`config.mk`:
```
export PLATFORM = sky130hd
export DESIGN_NAME = dma_hold_arbiter
export DESIGN_NICKNAME = d
export VERILOG_FILES = /design/src/rtl/bus_arb_pkg.sv /design/src/rtl/rr_picker.sv /design/src/rtl/dma_hold_arbiter.sv
export SDC_FILE = /design/constraint.sdc
export NUM_CORES = 1
export LEC_CHECK = 0
export ABC_AREA = 1
export ABC_CLOCK_PERIOD_IN_PS = 1950
export CORE_MARGIN = 2
export CORE_UTILIZATION = 58
export CTS_BUF_LIST = sky130_fd_sc_hd__clkbuf_16
export CTS_CLUSTER_SIZE = 25
export DETAILED_ROUTE_END_ITERATION = 10
export GPL_TIMING_DRIVEN = 0
export PLACE_DENSITY = 0.78
export REMOVE_ABC_BUFFERS = 1
export SLEW_MARGIN = 20
export SYNTH_ARGS = -nofsm -noshare
export SYNTH_HDL_FRONTEND = slang
export SYNTH_SLANG_ARGS = --single-unit
```
`constraint.sdc`:
```
create_clock -name CLK -period 1.95 [get_ports CLK]
set_clock_uncertainty 0.2 [all_clocks]
set_input_delay 0.585 -clock CLK [delete_from_list [all_inputs] [get_ports CLK]]
set_output_delay 0.585 -clock CLK [all_outputs]
set_load 0.05 [all_outputs]
```
`src/rtl/bus_arb_pkg.sv`:
```
// Shared definitions for local-bus arbiters: FSM state encoding, default
// timing constants and a round-robin pick helper usable by any arbiter.
package bus_arb_pkg;

  // One-hot arbiter states
  typedef enum logic [4:0] {
    ST_IDLE  = 5'b00001,  // bus owned by the CPU, HOLD low
    ST_HREQ  = 5'b00010,  // HOLD raised, waiting for HLDA
    ST_GRANT = 5'b00100,  // one requester owns the bus
    ST_GAP   = 5'b01000,  // single dead cycle between tenures
    ST_HDROP = 5'b10000   // HOLD released, waiting for HLDA to fall
  } arb_state_e;

  localparam int DEF_MAX_TENURE   = 64;
  localparam int DEF_HLDA_TIMEOUT = 1024;

  // Widest requester vector the pick helper handles
  localparam int RR_MAX   = 8;
  localparam int RR_PTR_W = 3;

  // Round-robin pick: one-hot of the first set bit of req at index >= ptr,
  // wrapping modulo n. Only the low n bits of req take part.
  function automatic logic [RR_MAX-1:0] rr_pick(
    input logic [RR_MAX-1:0]   req,
    input logic [RR_PTR_W-1:0] ptr,
    input int unsigned         n
  );
    logic [RR_MAX-1:0] win;
    logic              found;
    int unsigned       idx;
    win   = '0;
    found = 1'b0;
    for (int unsigned i = 0; i < RR_MAX; i++) begin
      // ptr < n and i < n, so one subtraction is enough to wrap
      idx = 32'(ptr) + i;
      if (idx >= n) begin
        idx = idx - n;
      end
      if (!found && (i < n) && req[idx[RR_PTR_W-1:0]]) begin
        win[idx[RR_PTR_W-1:0]] = 1'b1;
        found = 1'b1;
      end
    end
    return win;
  endfunction

endpackage

```
`src/rtl/rr_picker.sv`:
```
// Combinational round-robin picker: chooses the first active request at or
// after the pointer and reports it both one-hot and as an index.
module rr_picker
  import bus_arb_pkg::*;
#(
  parameter int N_REQ = 2,
  parameter int PTR_W = $clog2(N_REQ)
) (
  input  logic [N_REQ-1:0] req,
  input  logic [PTR_W-1:0] ptr,
  output logic [N_REQ-1:0] win_onehot,
  output logic [PTR_W-1:0] win_idx,
  output logic             win_valid
);

  logic [RR_MAX-1:0] req_pad;
  logic [RR_MAX-1:0] win_pad;
  logic [PTR_W-1:0]  idx_terms [N_REQ];

  assign req_pad    = RR_MAX'(req);
  assign win_pad    = rr_pick(req_pad, RR_PTR_W'(ptr), N_REQ);
  assign win_onehot = N_REQ'(win_pad);
  assign win_valid  = |req;

  // Each one-hot bit contributes its own index; at most one is non-zero
  for (genvar gi = 0; gi < N_REQ; gi++) begin : g_idx
    assign idx_terms[gi] = win_onehot[gi] ? PTR_W'(gi) : '0;
  end

  // OR-reduce the per-bit index terms into the winner index
  always_comb begin
    win_idx = '0;
    for (int i = 0; i < N_REQ; i++) begin
      win_idx = win_idx | idx_terms[i];
    end
  end

endmodule

```
`src/rtl/dma_hold_arbiter.sv`:
```
// Lends the 8088 local bus to N_REQ bus masters through the HOLD/HLDA
// handshake, granting one requester at a time in round-robin order.
module dma_hold_arbiter
  import bus_arb_pkg::*;
#(
  parameter int N_REQ        = 2,
  parameter int MAX_TENURE   = DEF_MAX_TENURE,
  parameter int HLDA_TIMEOUT = DEF_HLDA_TIMEOUT
) (
  input  logic             CLK,
  input  logic             RESET,
  input  logic             HLDA,
  input  logic [N_REQ-1:0] REQ,
  output logic             HOLD,
  output logic [N_REQ-1:0] GNT,
  output logic             PREEMPT,
  output logic             BUSY,
  output logic             HOLD_ERR
);

  localparam int PTR_W = $clog2(N_REQ);
  localparam int TEN_W = $clog2(MAX_TENURE);
  localparam int TO_W  = $clog2(HLDA_TIMEOUT);

  localparam logic [PTR_W-1:0] PTR_LAST = PTR_W'(N_REQ - 1);
  localparam logic [TEN_W-1:0] TEN_LAST = TEN_W'(MAX_TENURE - 1);
  localparam logic [TO_W-1:0]  TO_LAST  = TO_W'(HLDA_TIMEOUT - 1);

  arb_state_e       state_reg,    state_next;
  logic             hold_reg,     hold_next;
  logic [N_REQ-1:0] gnt_reg,      gnt_next;
  logic             preempt_reg,  preempt_next;
  logic             busy_reg,     busy_next;
  logic             hold_err_reg, hold_err_next;
  logic [PTR_W-1:0] ptr_reg,      ptr_next;
  logic [PTR_W-1:0] owner_reg,    owner_next;
  logic [TEN_W-1:0] tenure_reg,   tenure_next;
  logic [TO_W-1:0]  timeout_reg,  timeout_next;

  logic [N_REQ-1:0] pick_onehot;
  logic [PTR_W-1:0] pick_idx;
  logic             pick_valid;
  logic             owner_req;
  logic             others_req;

  rr_picker #(
    .N_REQ (N_REQ),
    .PTR_W (PTR_W)
  ) u_picker (
    .req        (REQ),
    .ptr        (ptr_reg),
    .win_onehot (pick_onehot),
    .win_idx    (pick_idx),
    .win_valid  (pick_valid)
  );

  // The registered grant doubles as the owner mask
  assign owner_req  = |(REQ & gnt_reg);
  assign others_req = |(REQ & ~gnt_reg);

  assign HOLD     = hold_reg;
  assign GNT      = gnt_reg;
  assign PREEMPT  = preempt_reg;
  assign BUSY     = busy_reg;
  assign HOLD_ERR = hold_err_reg;

  // Next-state and next-output logic; every output is registered
  always_comb begin
    state_next    = state_reg;
    gnt_next      = gnt_reg;
    preempt_next  = preempt_reg;
    hold_err_next = hold_err_reg;
    ptr_next      = ptr_reg;
    owner_next    = owner_reg;
    tenure_next   = tenure_reg;
    timeout_next  = timeout_reg;

    case (state_reg)
      ST_IDLE: begin
        gnt_next     = '0;
        preempt_next = 1'b0;
        tenure_next  = '0;
        timeout_next = '0;
        if (|REQ) begin
          state_next = ST_HREQ;
        end
      end

      ST_HREQ: begin
        // HOLD is kept high even after the timeout: the 8088 must see
        // HLDA answered before HOLD may be released
        if (timeout_reg == TO_LAST) begin
          hold_err_next = 1'b1;
        end else begin
          timeout_next = timeout_reg + TO_W'(1);
        end
        if (HLDA) begin
          timeout_next = '0;
          if (pick_valid) begin
            state_next  = ST_GRANT;
            gnt_next    = pick_onehot;
            owner_next  = pick_idx;
            tenure_next = '0;
          end else begin
            state_next = ST_HDROP;
          end
        end
      end

      ST_GRANT: begin
        if (!owner_req) begin
          state_next   = ST_GAP;
          gnt_next     = '0;
          preempt_next = 1'b0;
          tenure_next  = '0;
          ptr_next     = (owner_reg == PTR_LAST) ? '0 : owner_reg + PTR_W'(1);
        end else begin
          if (tenure_reg != TEN_LAST) begin
            tenure_next = tenure_reg + TEN_W'(1);
          end
          // Saturated counter keeps this armed for late competitors;
          // once raised, PREEMPT holds until the owner lets go
          if ((tenure_reg == TEN_LAST) && others_req) begin
            preempt_next = 1'b1;
          end
          if (!HLDA) begin
            hold_err_next = 1'b1;
          end
        end
      end

      ST_GAP: begin
        if (pick_valid) begin
          state_next  = ST_GRANT;
          gnt_next    = pick_onehot;
          owner_next  = pick_idx;
          tenure_next = '0;
        end else begin
          state_next = ST_HDROP;
        end
      end

      ST_HDROP: begin
        if (!HLDA) begin
          state_next = ST_IDLE;
        end
      end

      default: begin
        state_next   = ST_IDLE;
        gnt_next     = '0;
        preempt_next = 1'b0;
      end
    endcase

    hold_next = (state_next == ST_HREQ) || (state_next == ST_GRANT) ||
                (state_next == ST_GAP);
    busy_next = |gnt_next;
  end

  // State and output registers; reset clears outputs without waiting for CLK
  always_ff @(posedge CLK or posedge RESET) begin
    if (RESET) begin
      state_reg    <= ST_IDLE;
      hold_reg     <= 1'b0;
      gnt_reg      <= '0;
      preempt_reg  <= 1'b0;
      busy_reg     <= 1'b0;
      hold_err_reg <= 1'b0;
      ptr_reg      <= '0;
      owner_reg    <= '0;
      tenure_reg   <= '0;
      timeout_reg  <= '0;
    end else begin
      state_reg    <= state_next;
      hold_reg     <= hold_next;
      gnt_reg      <= gnt_next;
      preempt_reg  <= preempt_next;
      busy_reg     <= busy_next;
      hold_err_reg <= hold_err_next;
      ptr_reg      <= ptr_next;
      owner_reg    <= owner_next;
      tenure_reg   <= tenure_next;
      timeout_reg  <= timeout_next;
    end
  end

endmodule
```
### Word level (Yosys, flattened, before mapping)

Index checks and enable logic that the tools add are counted.

* logic and storage cells: 111
* register bits after elaboration: 29
* output and inout port bits: 6
* input port bits: 5

* $add $sub $neg: 6
* multiplexer cells: 43
* equal/unequal tests: 18
* bitwise gates (word level): 6
* reduce and logical (&&, ||, !) cells: 22
* $lt $le $gt $ge: 6

Operators by type and width (number)
* greater-or-equal comparator 32 x 2 -> 1 bit (second input constant): 1
* 2-to-1 mux 5 bit: 5
* case mux 5 bit (5 select lines): 1
* 2-to-1 mux 6 bit: 4
* case mux 6 bit (4 select lines): 1
* 2-to-1 mux 10 bit: 2
* case mux 10 bit (2 select lines): 1
* 2-to-1 mux 1 bit: 14
* adder 10 x 1 -> 10 bit (second input constant): 1
* == test 10 bit (second input constant): 1
* == test 5 x 2 -> 1 bit (second input constant): 2
* == test 5 x 3 -> 1 bit (second input constant): 2
* == test 5 x 4 -> 1 bit (second input constant): 2
* 2-to-1 mux 2 bit: 5
* inequality test 3 bit (second input constant): 3
* less-than comparator 3 x 4 -> 1 bit (second input constant): 2
* inequality test 2 bit (second input constant): 4
* case mux 2 bit (4 select lines): 1
* AND reduction 2 bit: 4
* OR reduction 2 bit: 4
* adder 6 x 1 -> 6 bit (second input constant): 1
* binary-select mux 1 bit (select 3 bit): 2
* demux 1 bit (select 3 bit): 2
* == test 6 bit (second input constant): 1
* 23 further kinds: 35

### Longest topological paths before layout

* depth after elaboration: 13
* depth in mapped cells: 9
* gate-level depth less buffers: 9

### By module

Synthesis repeated with hierarchy kept, for this count alone.

* cell total of the unflattened synthesis: 253
* area total of the unflattened synthesis: 1821.7 µm²

By module, submodules not included
* dma_hold_arbiter: cells an instance 246, seq. area each 726.9 µm², area each 1789.2 µm², times used 1
* rr_picker: cells an instance 7, seq. area each 0.0 µm², area each 32.5 µm², times used 1

### Worst setup path before layout

Ideal clock, no wire load.

* kind: register -> register
* start point: register gnt_reg[1] (netlist: GNT[1])
* end point: register tenure_reg[1]
* path slack: 0.244 ns
* setup time: 0.117 ns
* arrival: 1.389 ns
* buffers on the path: 0
* required time: 1.633 ns
* clock period less this slack: 1.706 ns
* cell stages (with the launch flop): 8
* path through: dfrtp_1 -> inv_1 -> o21ai_4 -> nand2_4 -> clkinv_2 -> nand3_4 -> nand3b_1 -> nand2_1

* longest elaborated chain between the ends: 4
* elaborated cells between the ends (all ways): 6
* those cells by class: eq/ne (1); mux (2); bitwise (1); reduce/logical (2)

Ends and longest elaborated chain
* from (decl): RTL line dma_hold_arbiter.sv:31 `logic [N_REQ-1:0] gnt_reg, gnt_next;`
* from (signal assigned): RTL line dma_hold_arbiter.sv:177 `gnt_reg <= gnt_next;`
* AND 2 bit *: RTL line dma_hold_arbiter.sv:58 `assign owner_req = |(REQ & gnt_reg);`
* OR reduction 2 bit *: RTL line dma_hold_arbiter.sv:58
* 2-to-1 mux 6 bit / inequality test 3 bit (equally long branches)
* case mux 6 bit (4 select lines) / AND reduction 3 bit (equally long branches)
* to (signal assigned): RTL line dma_hold_arbiter.sv:183 `tenure_reg <= tenure_next;`
* to (decl): RTL line dma_hold_arbiter.sv:37 `logic [TEN_W-1:0] tenure_reg, tenure_next;`

Mark *: on every way between the ends. The rest lies on a longest branch, timed or not.
A chain may end at the register's enable or synchronous reset.

### Worst setup path in the final report

* start point: register preempt_reg (netlist: PREEMPT)
* end point: output PREEMPT

RTL lines
* from (decl): RTL line dma_hold_arbiter.sv:32 `logic preempt_reg, preempt_next;`
* from (signal assigned): RTL line dma_hold_arbiter.sv:178 `preempt_reg <= preempt_next;`
* to (decl): RTL line dma_hold_arbiter.sv:16 `output logic PREEMPT,`

No word-level cell between the ends.

==> summary.md <==
| Metric | Value |
|---|---|
| Status | `finished clean` |
| Yosys warning total | `0` |
| CP peak stage delay | `approximately 0.53 ns` |
| Crit path depth | `1` |
| Commonest cells after routing, fill and taps aside | `sky130_fd_sc_hd__nand2_1, sky130_fd_sc_hd__inv_1, sky130_fd_sc_hd__dfrtp_1` |
| Vias | `1,503` |
| Arrival time of the worst setup path | `between 1 and 1.5 ns` |
| Total Power Consumption | `2.13 mW` |
| Total clock buffers created by CTS | `5` |
| Largest driver fanout on the critical path | `2` |
| Reg2Reg Depth | `8` |
| Peak supply drop | `between 0.9 and 1 mV` |
| Max Cap Violations | `0` |
| Cell chosen for the clock root | `sky130_fd_sc_hd__clkbuf_16` |
| Count of nets after finishing | `254` |
| Mean instance size in the synthesized netlist | `between 7 and 8 um^2` |
| Synth Area in Simple Gates | `0.389` |
| Flops & latches, synth | `29` |
| Horizontal die dimension | `just under 60 um` |
| Combinational family with the most area after synthesis | `simple AND/OR/NAND/NOR gates` |
| Wire length of the first global-routing pass | `approximately 6.2 mm` |
| Clock sink count | `29` |
| CP delay by family, top | `buffers and inverters` |
| Share of flip-flops with an asynchronous set or reset | `1.00` |
| CP Capture Point | `PREEMPT` |
| Synth Area in Adders | `0.0145` |
| Unrepaired setup endpoints after global routing | `false` |
| Multiplexer fraction of the synthesized cell area | `0` |
| Synthesized instance count | `between 200 and 250` |
| Xor-xnor portion of the synthesized cell area | `0.0102` |
| CTS tree | `yes` |
| Detail Placement HPWL | `2.56 mm` |
| Routability congestion estimate | `between 0.8 and 0.9` |
| Final Max Tran Viols | `0` |
| CTS HTree Levels | `2` |
| Global-route usage over all layers | `0.243` |
| Total detailed-routing wirelength | `~3.6 mm` |
| Global route total overflow | `0` |
| Critical path launch point | `PREEMPT` |
| Most used flip-flop cell after synthesis | `sky130_fd_sc_hd__dfrtp_1` |
| Worst-path cell chain | `dlygate4sd2_1` |
| Core Area | `approximately 2800 um^2` |
| Worst R2R End | `timeout_reg[2]` |
| Fin util | `0.725` |
| Effective utilization at floorplan | `0.620` |
| Ratio of cells with drive above 1 in the final layout | `0.153` |
| I/O pin total | `11` |
| Reg-to-reg slack, setup | `~0.18 ns` |
| Number of enable-type register cells in the synthesized netlist | `0` |
| Library cell contributing the largest single delay on the critical path | `sky130_fd_sc_hd__dlygate4sd2_1` |
| Period utilisation layout | `0.983` |
| Die area | `approximately 3400 um^2` |
| Total placed instance area | `approximately 1900 um^2` |
| Clock Tree Buf Depth | `2` |
| Number of flip-flops in the largest register | `10` |
| Vias per cell | `~5.4` |
| Power density normalized to cell area | `1060 nW/um^2` |
| Die Y-Extent | `around 59 um` |
| Worst slew margin | `0.599` |
| Most frequent standard cell in the layout excluding fill and tap cells | `sky130_fd_sc_hd__nand2_1` |
| Reg2Reg Launch Point | `state_reg[2]` |
| Antenna diode count | `0` |
| Port buffer count | `10` |
| Clock slew at the register clock pins of the worst setup and hold paths | `around 0.050 ns` |
| Setup violation total in the final timing report | `0` |
| Synth Area in Compound Gates | `0.0805` |
| Clock latency on the worst-skew pair | `around 0.27 ns` |
| Critical Path RT | `approximately 1.2 ns` |
| Number of global-route vias before repair | `~1,400` |
| Routed wire per std cell | `12.9 um` |
| Timing-limited maximum frequency | `approximately 0.52 GHz` |
| Iteration count of the initial detailed-routing pass | `4` |
| Worst Setup Path Type | `register to primary output` |
| Slew @ Worst Pin | `~0.6 ns` |
| Largest net degree at the start of global routing | `30` |
| Mapped cell area | `roughly 1700 um^2` |
| DRC Markers | `0` |
| Leakage power of the design | `about 1.1 nW` |
| Count of antenna-violating nets left after detailed routing | `0` |
| Initial antenna violation count | `0` |
| Sum of negative setup slack | `0 ns` |
| Count of different cell masters after synthesis | `32` |
| FP Rows | `19` |
| Worst min path class | `register to register` |
| Register area share after synthesis | `0.421` |
| Final Critical Period | `~1.9 ns` |
| Hold violation count in the final report | `0` |
| Area delta synth->final | `16.8%` |
| Number of buffer and inverter stages on the critical path | `1` |
| Starting DRC count in detailed routing | `86` |
| Type of element capturing the critical path | `primary output` |
| Final design area excluding fillers | `slightly above 2000 um^2` |
| Type of element launching the critical path | `register` |
stage by stage:
step | setup WS (ns) | instances | hold slack [ns]
5_1_grt | 0.00130 | 279 | 0.288
3_5_place_dp | -0.452 | 269 | 0.265
6_report | 0.0334 | 279 | 0.257
4_1_cts | 0.0100 | 279 | 0.258
3_3_place_gp | -0.427 | 269 | 0.258
2_1_floorplan | 0.244 | 228 | 0.237
metal layers:
metal	wire length, um	vias up	GRT usage
li1	-	777	-
met1	1660	694	0.302
met2	1760	26	0.403
met3	133	6	0.0615
met4	50	0	0.0997
met5	0	-	0
worst min-delay path by stage:
stage | depth (start not counted) | end | startpoint | slack [ns]
after floorplan | 2 | owner_reg | owner_reg | 0.24
final | 1 | HOLD_ERR | HOLD_ERR | 0.26
after global placement | 2 | owner_reg | owner_reg | 0.26
after detailed placement | 2 | owner_reg | owner_reg | 0.26
after CTS | 1 | HOLD_ERR | HOLD_ERR | 0.26
after global routing | 1 | HOLD_ERR | HOLD_ERR | 0.29
report_power, final:
part           internal [mW]  total [mW]  leakage, nW  switching, mW
clock network          0.459       0.702       0.0687          0.243
logic                  0.188       0.685        0.615          0.497
registers              0.686       0.742        0.390         0.0559
total                   1.33        2.13         1.07          0.796
Yosys cell counts, drive strengths merged, types with 12 or more instances:
cell / instances / area (um^2)
dfrtp: 28 / 701
inv: 34 / 130
nand2: 73 / 302
nand3: 24 / 150
nand4: 12 / 81.3
nor2: 23 / 109
o21ai: 15 / 90.1
layout make-up:
class / count / area, um^2
clock buffer: 5 / 125
clock inverter: 3 / 12.5
fill: 234 / 766
inverter: 36 / 140
multi-input combinational: 163 / 860
sequential: 29 / 727
tap: 31 / 38.8
timing repair buffer: 12 / 113
cells by family (layout without fill, tap and decap cells):
family / count (synthesis) / in the layout
compound gates: 22 / 22
buf+inv: 37 / 56
xor+xnor: 2 / 2
fa+ha+maj: 2 / 2
simple gates: 137 / 137
flops: 29 / 29
what timing repair did:
action / 4_1_cts / 5_1_grt
buffers inserted: 2 / 0
pin swaps: 1 / 0
hold buffers: 0 / 0
endpoints found under the setup margin: 15 / 13
gates resized for setup: 10 / 8
(Power assumes the default switching activity.)
